[src/rtl/poly_fan.sv]
// Fan triangulator: accepts one convex polygon per handshake and streams it
// out as triangles (v0, vi, vi+1); polygons with fewer than 3 vertices are dropped.
module poly_fan #(
  parameter int MAX_VERTS = 8,
  parameter int COORD_W   = 16,
  parameter int CNT_W     = 4
) (
  input  logic                         clk,
  input  logic                         n_rst,
  input  logic                         in_valid,
  output logic                         in_ready,
  input  logic [CNT_W-1:0]             in_count,
  input  logic [MAX_VERTS*COORD_W-1:0] in_x,
  input  logic [MAX_VERTS*COORD_W-1:0] in_y,
  output logic                         tri_valid,
  input  logic                         tri_ready,
  output logic [COORD_W-1:0]           tri_x0,
  output logic [COORD_W-1:0]           tri_y0,
  output logic [COORD_W-1:0]           tri_x1,
  output logic [COORD_W-1:0]           tri_y1,
  output logic [COORD_W-1:0]           tri_x2,
  output logic [COORD_W-1:0]           tri_y2,
  output logic                         tri_last,
  output logic                         degen
);

  localparam int VW = MAX_VERTS * COORD_W;
  localparam logic [CNT_W-1:0] MAX_N = CNT_W'(MAX_VERTS);

  typedef enum logic {IDLE, EMIT} state_t;

  state_t           state, state_nx;
  logic [CNT_W-1:0] n_eff, n_lat, idx, idx_nx;
  logic [VW-1:0]    lat_x, lat_y;
  logic             in_fire, tri_fire, poly_ok, last_fire;
  int               sel1, sel2;

  assign n_eff     = (in_count > MAX_N) ? MAX_N : in_count;
  assign poly_ok   = (n_eff >= CNT_W'(3));
  assign in_ready  = (state == IDLE) && !n_rst;
  assign in_fire   = in_valid && in_ready;
  assign tri_fire  = tri_valid && tri_ready;
  // idx is compared against the latched count, so it never needs to wrap
  assign last_fire = tri_fire && (idx == n_lat - CNT_W'(2));
  assign idx_nx    = idx + CNT_W'(1);
  assign sel1      = int'(idx_nx);
  assign sel2      = sel1 + 1;

  // NOTE: sequential state uses non-blocking assignments so every register
  // samples pre-edge values regardless of process evaluation order.
  always_ff @(posedge clk or posedge n_rst) begin
    if (n_rst) state <= IDLE;
    else       state <= state_nx;
  end

  // NOTE: every always_comb output gets a default first so no latch is inferred.
  always_comb begin
    state_nx = state;
    unique case (state)
      IDLE: if (in_fire && poly_ok) state_nx = EMIT;
      EMIT: if (last_fire)          state_nx = IDLE;
      default:                      state_nx = IDLE;
    endcase
  end

  // NOTE: vertex storage is deliberately not reset; it is only read in EMIT,
  // which can only be entered through a fresh load.
  always_ff @(posedge clk) begin
    if (in_fire && poly_ok) begin
      lat_x <= in_x;
      lat_y <= in_y;
      n_lat <= n_eff;
    end
  end

  always_ff @(posedge clk or posedge n_rst) begin
    if (n_rst) begin
      idx       <= '0;
      tri_valid <= 1'b0;
      tri_last  <= 1'b0;
      degen     <= 1'b0;
      tri_x0    <= '0;
      tri_y0    <= '0;
      tri_x1    <= '0;
      tri_y1    <= '0;
      tri_x2    <= '0;
      tri_y2    <= '0;
    end else begin
      degen <= in_fire && !poly_ok;
      if (in_fire && poly_ok) begin
        idx       <= CNT_W'(1);
        tri_valid <= 1'b1;
        tri_last  <= (n_eff == CNT_W'(3));
        tri_x0    <= in_x[0 +: COORD_W];
        tri_y0    <= in_y[0 +: COORD_W];
        tri_x1    <= in_x[COORD_W +: COORD_W];
        tri_y1    <= in_y[COORD_W +: COORD_W];
        tri_x2    <= in_x[2*COORD_W +: COORD_W];
        tri_y2    <= in_y[2*COORD_W +: COORD_W];
      end else if (last_fire) begin
        tri_valid <= 1'b0;
        tri_last  <= 1'b0;
      end else if (tri_fire) begin
        // v0 stays in place; only the trailing edge of the fan advances
        idx      <= idx_nx;
        tri_last <= (idx_nx == n_lat - CNT_W'(2));
        tri_x1   <= lat_x[sel1*COORD_W +: COORD_W];
        tri_y1   <= lat_y[sel1*COORD_W +: COORD_W];
        tri_x2   <= lat_x[sel2*COORD_W +: COORD_W];
        tri_y2   <= lat_y[sel2*COORD_W +: COORD_W];
      end
    end
  end

endmodule
[config.mk]
export PLATFORM = sky130hd
export DESIGN_NAME = poly_fan
export DESIGN_NICKNAME = d
export VERILOG_FILES = /design/src/rtl/poly_fan.sv
export SDC_FILE = /design/constraint.sdc
export NUM_CORES = 1
export LEC_CHECK = 0
export CORE_MARGIN = 3
export CORE_UTILIZATION = 46
export DETAILED_ROUTE_END_ITERATION = 8
export PLACE_DENSITY = 0.75
export RECOVER_POWER = 100
export REMOVE_ABC_BUFFERS = 1
export SETUP_SLACK_MARGIN = 0.05
export SLEW_MARGIN = 25
export SYNTH_ARGS = -nofsm -noshare
export SYNTH_HDL_FRONTEND = slang
export SYNTH_SLANG_ARGS = --single-unit
[constraint.sdc]
create_clock -name clk -period 9.24 [get_ports clk]
set_input_delay 2.772 -clock clk [delete_from_list [all_inputs] [get_ports clk]]
set_output_delay 2.772 -clock clk [all_outputs]
set_load 0.01 [all_outputs]
# After elaboration in Yosys (flattened, before gate mapping)
# Cells that the tools add are included.
[word_totals] register_bits=364 word_cells=64 in_bits=264 output_inout_bits=100
[classes] n_eq_ne=4 n_addsub=3 shift=4 magnitude_cmp=2 n_reduce_logical=12 mux=24 bitwise=1
[op_table] operator="128-bit by 10-bit variable part select with 16-bit output" n=2
[op_table] operator="128-bit by 9-bit variable part select with 16-bit output" n=2
[op_table] operator="16-bit two-way mux" n=12
[op_table] operator="4-bit two-way mux" n=4
[op_table] operator="4-bit == test" n=2
[op_table] operator="1-bit two-way mux" n=7
[op_table] operator="1-bit logical AND" n=6
[op_table] operator="4-bit by 1-bit adder with 5-bit output (second input constant)" n=1
[op_table] operator="4-bit by 1-bit adder with 4-bit output (second input constant)" n=1
[op_table] operator="4-bit by 2-bit == test with 1-bit output (second input constant)" n=1
[op_table] operator="4-bit by 2-bit greater-or-equal comparator with 1-bit output (second input constant)" n=1
[op_table] operator="4-bit greater-than comparator (second input constant)" n=1
[op_table] operator="2-bit nonzero test" n=2
[op_table] operator="4-bit by 2-bit subtractor with 4-bit output (second input constant)" n=1
[op_table] operator="3-bit nonzero test" n=1
[op_table] operator="1-bit zero test" n=2
[op_table] operator="2-bit by 1-bit != test with 1-bit output (second input constant)" n=1
[op_table] operator="1-bit case mux with 2 select lines" n=1
[op_table] operator="2-bit AND reduction" n=1
[op_table] operator="1-bit inverter" n=1

# Depth between registers and ports, before layout
# Gate-level depths: netlist of the first run.
[depth] word_depth=6 depth_mapped=10 mapped_depth_nobuf=7

# Worst setup path after synthesis of the first run
# OpenSTA, ideal clock, no wires.
[synth_timing] path_type="input -> register" startpoint="input n_rst" endpoint="register lat_x[0] (enable)" required_ns=8.514 stages=4 t_arrival_ns=10.817 setup_ns=0.726 setup_slack_ns=-2.303 path_buffers=2 path_cell_list="or3b_1 -> a21oi_4 -> buf_4 -> clkbuf_1"
[synth_via] elab_chain_len=4
[synth_rtl] element="start, declared" line="9" text="input logic n_rst,"
[synth_rtl] element="1-bit zero test (no source line)"
[synth_rtl] element="1-bit logical AND" line="40" text="assign in_ready = (state == IDLE) && !n_rst;"
[synth_rtl] element="1-bit logical AND" line="41" text="assign in_fire = in_valid && in_ready;"
[synth_rtl] element="1-bit logical AND" line="69" text="if (in_fire && poly_ok) begin"
[synth_rtl] element="end signal, assigned" line="70" text="lat_x <= in_x;"
[synth_rtl] element="end, declared" line="34" text="logic [VW-1:0] lat_x, lat_y;"
# No other way between the ends.
# A chain may end at the register's enable or synchronous reset.

# Final worst setup path of the first run
[layout_timing] startpoint="input n_rst" endpoint="register tri_y2[10]"
[layout_via] elab_chain_len=6
[layout_rtl] element="1-bit zero test (no source line) *"
[layout_rtl] element="1-bit logical AND *" line="40"
[layout_rtl] element="1-bit logical AND *" line="41"
[layout_rtl] element="1-bit logical AND *" line="90" text="if (in_fire && poly_ok) begin"
[layout_rtl] element="2-bit by 1-bit != test with 1-bit output (no source line) or 2-bit nonzero test (tied branches)"
[layout_rtl] element="2-bit AND reduction (no source line)"
[layout_rtl] element="end signal, assigned" line="99" text="tri_y2 <= in_y[2*COORD_W +: COORD_W];"
[layout_rtl] element="end signal, assigned" line="110" text="tri_y2 <= lat_y[sel2*COORD_W +: COORD_W];"
[layout_rtl] element="end, declared" line="22" text="output logic [COORD_W-1:0] tri_y2,"
# Every way passes the cells marked *; elsewhere a longest branch is shown, timed or not.

==> results.json, run 1 <==
{
  "r2r_start": "state",
  "synth-compound-area-share": 0.0823,
  "final_nets": 1600,
  "area_growth_pct": 32.8,
  "fin_crit_ns": 7.50,
  "antenna_found_initial": 14,
  "endpoint_kind": "register",
  "ctsResizeCount": 0,
  "cp_cell_sequence": "dlygate4sd3_1 -> or3b_1 -> a21oi_1 -> buf_4 -> nand2b_2 -> clkbuf_1 -> nor4_1 -> a221o_1",
  "worst_pin_slew_ns": 3.32,
  "drt_pass1_iterations": 5,
  "grt_pass1_vias": 10500,
  "clk-insertion-delay-late_ns": 0.51,
  "setup.worst_path.start_class": "primary input",
  "r2r_slack_ns": 4.21,
  "grt_pass1_wl_um": 61600,
  "ios": 364,
  "violations": "max-capacitance violations, max-slew violations",
  "hold_path_end": "tri_y1[9]",
  "crit_arrival_ns": 7.90,
  "max_stage_delay_ns": 1.67,
  "fin_util": 0.621,
  "hold_viol_final": 0,
  "synth-edff-count": 260,
  "whs_ns": 0.494,
  "synth_xor_area_frac": 0.00939,
  "vias_per_cell": 5.57,
  "drcViolationCount": 0,
  "fin_crit_sh": 0.812,
  "cts-buffers-inserted": 39,
  "path_clk_slew_ns": 0.06,
  "crit_fanout": 60,
  "rsz0062_at_grt": "no",
  "power_mw": 7.03,
  "antenna_left": 0,
  "min_from": "tri_y1[9]",
  "via_count": 10200,
  "grt_overflow": 0,
  "synth_cell_types": 50,
  "irDropWorstVdd_mv": 0.321,
  "synth_top_family_by_area": "multiplexers",
  "wl_per_cell_um": 22.6,
  "yosysTopAreaCell": "edfxtp_1",
  "fin_ws_ns": 1.74,
  "setup_viol": 0,
  "start_util": 0.468,
  "postSynth.topFlopCell": "edfxtp_1",
  "synthMuxAreaShare": 0.162,
  "dp_slack_ns": 2.51,
  "die_area_sq_um": 36400,
  "synth.most_common_cell": "edfxtp_1",
  "critPathKind": "primary input to register",
  "synthSimpleGateAreaFrac": 0.0516,
  "hold_class": "register to register",
  "drt_iter0_drc": 653,
  "place.gp.congestion": 0.781,
  "post_cts_buffers": 0,
  "synthAdderAreaFrac": 0.00159,
  "routed_wl_um": 41200,
  "synth_top_area_frac": 0.496,
  "synth_common_cells": "edfxtp_1 (260), dfrtp_1 (104), mux2_2 (100)",
  "rows": 67,
  "cts.sinks": 364,
  "core_sq_um": 33600,
  "die_x_um": 191,
  "clockBufferDepth": 3,
  "fmax_ghz": 0.133,
  "crit_required_ns": 9.64,
  "grt_use_total": 0.220,
  "avgSynthCellArea_sq_um": 15.9,
  "maxCapViolCount": 4,
  "hold_depth": 2,
  "yosys-top-cells-area": "edfxtp_1 (50%), dfrtp_1 (17%), mux2_2 (7.2%), mux4_2 (6.9%), mux2i_1 (2.2%)",
  "async_reset_ff_frac": 0.286,
  "fin_skew_ns": 0.0100,
  "grt_max_degree": 167,
  "layout-drive-gt1-share": 0.172,
  "synth_cells": 986,
  "slew_headroom": -1.22,
  "die_h_um": 191,
  "slew_violations": 225,
  "dp_hpwl_um": 27000,
  "htree_levels": 2,
  "root_buffer": "clkbuf_16",
  "synth_area_sq_um": 15700,
  "ys_ff_latch": 364,
  "p_per_area_nw_per_um2": 336,
  "rr_worst_depth": 7,
  "cts_tree": "done",
  "timing.rr.end": "tri_y2[10]",
  "yosysWarnings": 0,
  "cpMaxStageDelayCell": "clkbuf_1",
  "p_leak_nw": 7.47,
  "seq_area_frac_synth": 0.662,
  "run_status": "finished with violations",
  "io_buffers": 363,
  "hold_buffers": 0
}
-- cell type report --
type	instances	area [sq um]
fillers	2455	12700
flip-flops and latches	364	10400
multi-input cells	545	4810
repair buffers	379	3760
clock buffers	57	1150
well taps	448	561
clock inverters	14	143
diodes	13	32.5
inverters	5	20.0
-- kinds of logic after synthesis --
logic type / Yosys count
compound gates: 158
xor+xnor: 13
fa+ha+maj: 2
buf+inv: 77
flops: 364
mux: 182
simple gates: 190
-- how the worst max path moves through the flow --
stage                  to  depth (start not counted)  slack [ns]  start
3_3_place_gp     in_ready                          3        2.49  n_rst
2_1_floorplan  tri_x2[14]                          5       -2.81  n_rst
3_5_place_dp     in_ready                          3        2.51  n_rst
6_report       tri_y2[10]                          8        1.74  n_rst
4_1_cts          in_ready                          3        2.50  n_rst
5_1_grt        tri_x2[14]                          8        1.46  n_rst
-- metrics by stage --
| stage | cell area [sq um] | setup TNS, ns | instances |
|---|---|---|---|
| final | 20900 | 0 | 1825 |
| after global routing | 20900 | 0 | 1820 |
| after CTS | 20900 | 0 | 1812 |
| after detailed placement | 19600 | 0 | 1741 |
| after global placement | 19600 | 0 | 1741 |
| after floorplan | 15300 | -181.02 | 914 |
-- sequential cells by signal, summed over array words and instances, names as in the netlist, 4 cells and up --
register / count
tri_y2: 16
idx: 4
lat_y: 128
lat_x: 128
tri_y0: 16
n_lat: 4
tri_x2: 16
tri_x0: 16
tri_x1: 16
tri_y1: 16
-- metal layers --
layer	global-route usage	wire (um)	part of all wire	vias up
li1	-	-	-	4575
met1	0.280	16400	0.40	5091
met2	0.368	20500	0.50	397
met3	0.0579	3070	0.075	89
met4	0.0723	1180	0.029	10
met5	0	59	0.0014	-
-- cell usage in the layout (no fill, tap or decap), types with 4 or more instances in the layout --
master and count:
a2111oi_0 7, a21o_1 11, nor3_1 10, mux2i_1 34
o21ai_0 11, a221o_1 18, xnor2_1 5, clkbuf_1 12
o22a_1 9, mux4_2 48, nor2b_1 7, edfxtp_1 260
and2_1 4, xor2_1 5, nor2_1 78, clkdlybuf4s50_1 5
nand2_1 73, dlygate4sd3_1 358, a221oi_1 29, a31oi_1 18
mux2_2 100, diode_2 13, clkbuf_16 41, clkbuf_8 6
clkinv_2 6, a21oi_1 20, a32o_1 4, clkinv_1 4
o22ai_1 6, dfrtp_1 103, a22oi_1 13, buf_4 13
-- critical path, delay by kind of cell --
| family | cells | cell delay [ns] |
|---|---|---|
| AOI/OAI and AO/OA | 2 | 1.24 |
| and+or+nand+nor | 3 | 0.89 |
| buffers and inverters | 3 | 2.97 |
-- power by group --
part / internal, mW / switching [mW] / total (mW) / leakage, nW
combinational: 1.57 / 1.62 / 3.19 / 3.26
clock: 0.943 / 0.618 / 1.56 / 0.633
sequential: 2.09 / 0.185 / 2.27 / 3.58
(Power assumes the default switching activity.)
==> inputs of run 2 (changes only) <==
Clock period 9.24 ns to 6.8 ns, I/O delays scaled along.
==> results.json, run 2 (synthesis results as in run 1) <==
{
  "run_status": "finished with violations",
  "violations": "max-capacitance violations, max-slew violations",
  "rsz0062_at_grt": "no",
  "grt_pass1_wl_um": 62200,
  "grt_max_degree": 164,
  "clk-insertion-delay-late_ns": 0.53,
  "p_per_area_nw_per_um2": 453,
  "cpMaxStageDelayCell": "nor2b_1",
  "endpoint_kind": "register",
  "fmax_ghz": 0.175,
  "cts-buffers-inserted": 40,
  "setup.worst_path.start_class": "primary input",
  "final_common_cell": "dlygate4sd3_1",
  "crit_required_ns": 7.26,
  "p_seq_frac": 0.326,
  "rows": 67,
  "multi_input_area_sq_um": 4790,
  "min_from": "tri_x1[4]",
  "path_clk_slew_ns": 0.06,
  "vias_per_cell": 5.56,
  "die_h_um": 191,
  "die_x_um": 191,
  "fin_skew_ns": 0.0131,
  "via_count": 10200,
  "wl_per_cell_um": 22.4,
  "htree_levels": 2,
  "hold_class": "register to register",
  "r2r_slack_ns": 2.86,
  "layout-drive-gt1-share": 0.171,
  "area_growth_pct": 32.6,
  "timing.rr.end": "tri_y1[12]",
  "crit_start": "in_count[3]",
  "ios": 364,
  "switching_power_mw": 3.29,
  "dp_hpwl_um": 27100,
  "hold_buffers": 0,
  "ctsResizeCount": 0,
  "critPathBufInv": 3,
  "switching_share": 0.349,
  "antenna_left": 0,
  "crit_fanout": 163,
  "regArea_sq_um": 10400,
  "cp-endpoint": "tri_y1[6]",
  "crit_arrival_ns": 6.17,
  "setup_viol": 0,
  "final-instance-count-excl-fill": 1828,
  "cp.depth": 8,
  "max_stage_delay_ns": 1.30,
  "layout_common_cells": "dlygate4sd3_1 (358), edfxtp_1 (260), dfrtp_1 (103)",
  "cts_tree": "done",
  "post_cts_buffers": 0,
  "grt_overflow": 0,
  "grt_pass1_vias": 10700,
  "hold_viol_final": 0,
  "start_util": 0.468,
  "design_area_sq_um": 20900,
  "grt_use_total": 0.222,
  "io_buffers": 363,
  "slew_headroom": -1.33,
  "core_sq_um": 33600,
  "place.gp.congestion": 0.812,
  "p_comb_frac": 0.455,
  "critPathKind": "primary input to register",
  "irDropWorstVdd_mv": 0.527,
  "dpl_cell_area_sq_um": 19700,
  "fin_crit_ns": 5.72,
  "pwr-share-clk": 0.219,
  "final_nets": 1601,
  "drt_iter0_drc": 664,
  "maxCapViolCount": 3,
  "intPower_mw": 6.15,
  "cts.sinks": 364,
  "clockBufferDepth": 3,
  "antenna_found_initial": 17,
  "r2r_start": "state",
  "root_buffer": "clkbuf_16",
  "fin_crit_sh": 0.841,
  "routed_wl_um": 41000,
  "die_area_sq_um": 36400,
  "p_leak_nw": 7.44,
  "reg_top3": "lat_x x128, lat_y x128",
  "worst_pin_slew_ns": 3.47,
  "slew_violations": 154,
  "cp_cell_sequence": "dlygate4sd3_1 -> nor2_1 -> a21oi_1 -> buf_12 -> nor2b_1 -> clkbuf_1 -> o21ai_0 -> a31oi_1",
  "drt_pass1_iterations": 5,
  "rr_worst_depth": 7,
  "critical-path-top-delay-family": "buffers and inverters",
  "fillers": 2501,
  "placed_cells": 1740,
  "whs_ns": 0.494,
  "drcViolationCount": 0
}
[run 2: changes by cell type in the layout (fill, tap and decap cells not counted), moves of 2 or more]
cell and delta:
buf_12 +2, clkinv_1 -3, clkbuf_2 +2, buf_4 -5, clkinv_4 +3, clkinvlp_4 +2, bufinv_16 -2, inv_6 +3
clkbuf_8 -2, clkbuf_1 +3
[run 2: worst register-to-register path, stage by stage, from the launching register on]
cell and delay [ns]:
dfrtp_1 0.40, or3b_1 0.40, a21oi_1 0.66, buf_12 0.58, nor2b_1 0.58, clkbuf_1 0.63, a221oi_1 0.49, nor2_1 0.08
[run 2: power groups by stage]
stage	combinational [mW]	sequential [mW]	clock (mW)
floorplan	2.96	3.26	0
global placement	4.49	3.11	0
detailed placement	4.55	3.12	0
CTS	4.57	3.09	2.11
global route	4.67	3.12	2.21
finish	4.30	3.07	2.07
[run 2: layout make-up]
type                       count  area share
sequential                   364       0.499
multi-input combinational    545       0.230
timing repair buffer         379       0.181
clock buffer                  57      0.0540
tap                          448      0.0269
clock inverter                16     0.00642
antenna                       14     0.00168
inverter                       5    0.000960
[run 2: routing by layer]
metal	up-vias	global-route usage	wire length [um]
met3	67	0.0532	3020
met4	10	0.0720	938
met5	-	0	58
li1	4583	-	-
met2	385	0.380	21000
met1	5122	0.279	16000
[run 2: metrics by stage]
step | power, mW | worst slack, ns | setup TNS [ns] | utilization
5_1_grt | 10.0 | 0.743 | 0 | 0.620
2_1_floorplan | 6.22 | -4.52 | -800.41 | -
4_1_cts | 9.77 | 1.50 | 0 | 0.622
3_3_place_gp | 7.60 | 1.53 | 0 | 0.585
6_report | 9.45 | 1.08 | 0 | 0.620
3_5_place_dp | 7.67 | 1.52 | 0 | 0.585
[run 2: how the worst min path moves through the flow]
stage,endpoint,slack (ns),cells after the start
after global routing,tri_y0[13],0.51,1
after detailed placement,tri_x1[13],0.49,2
after CTS,tri_x1[13],0.50,2
after floorplan,state,0.49,2
after global placement,tri_x1[4],0.48,2
final,tri_x1[4],0.49,2
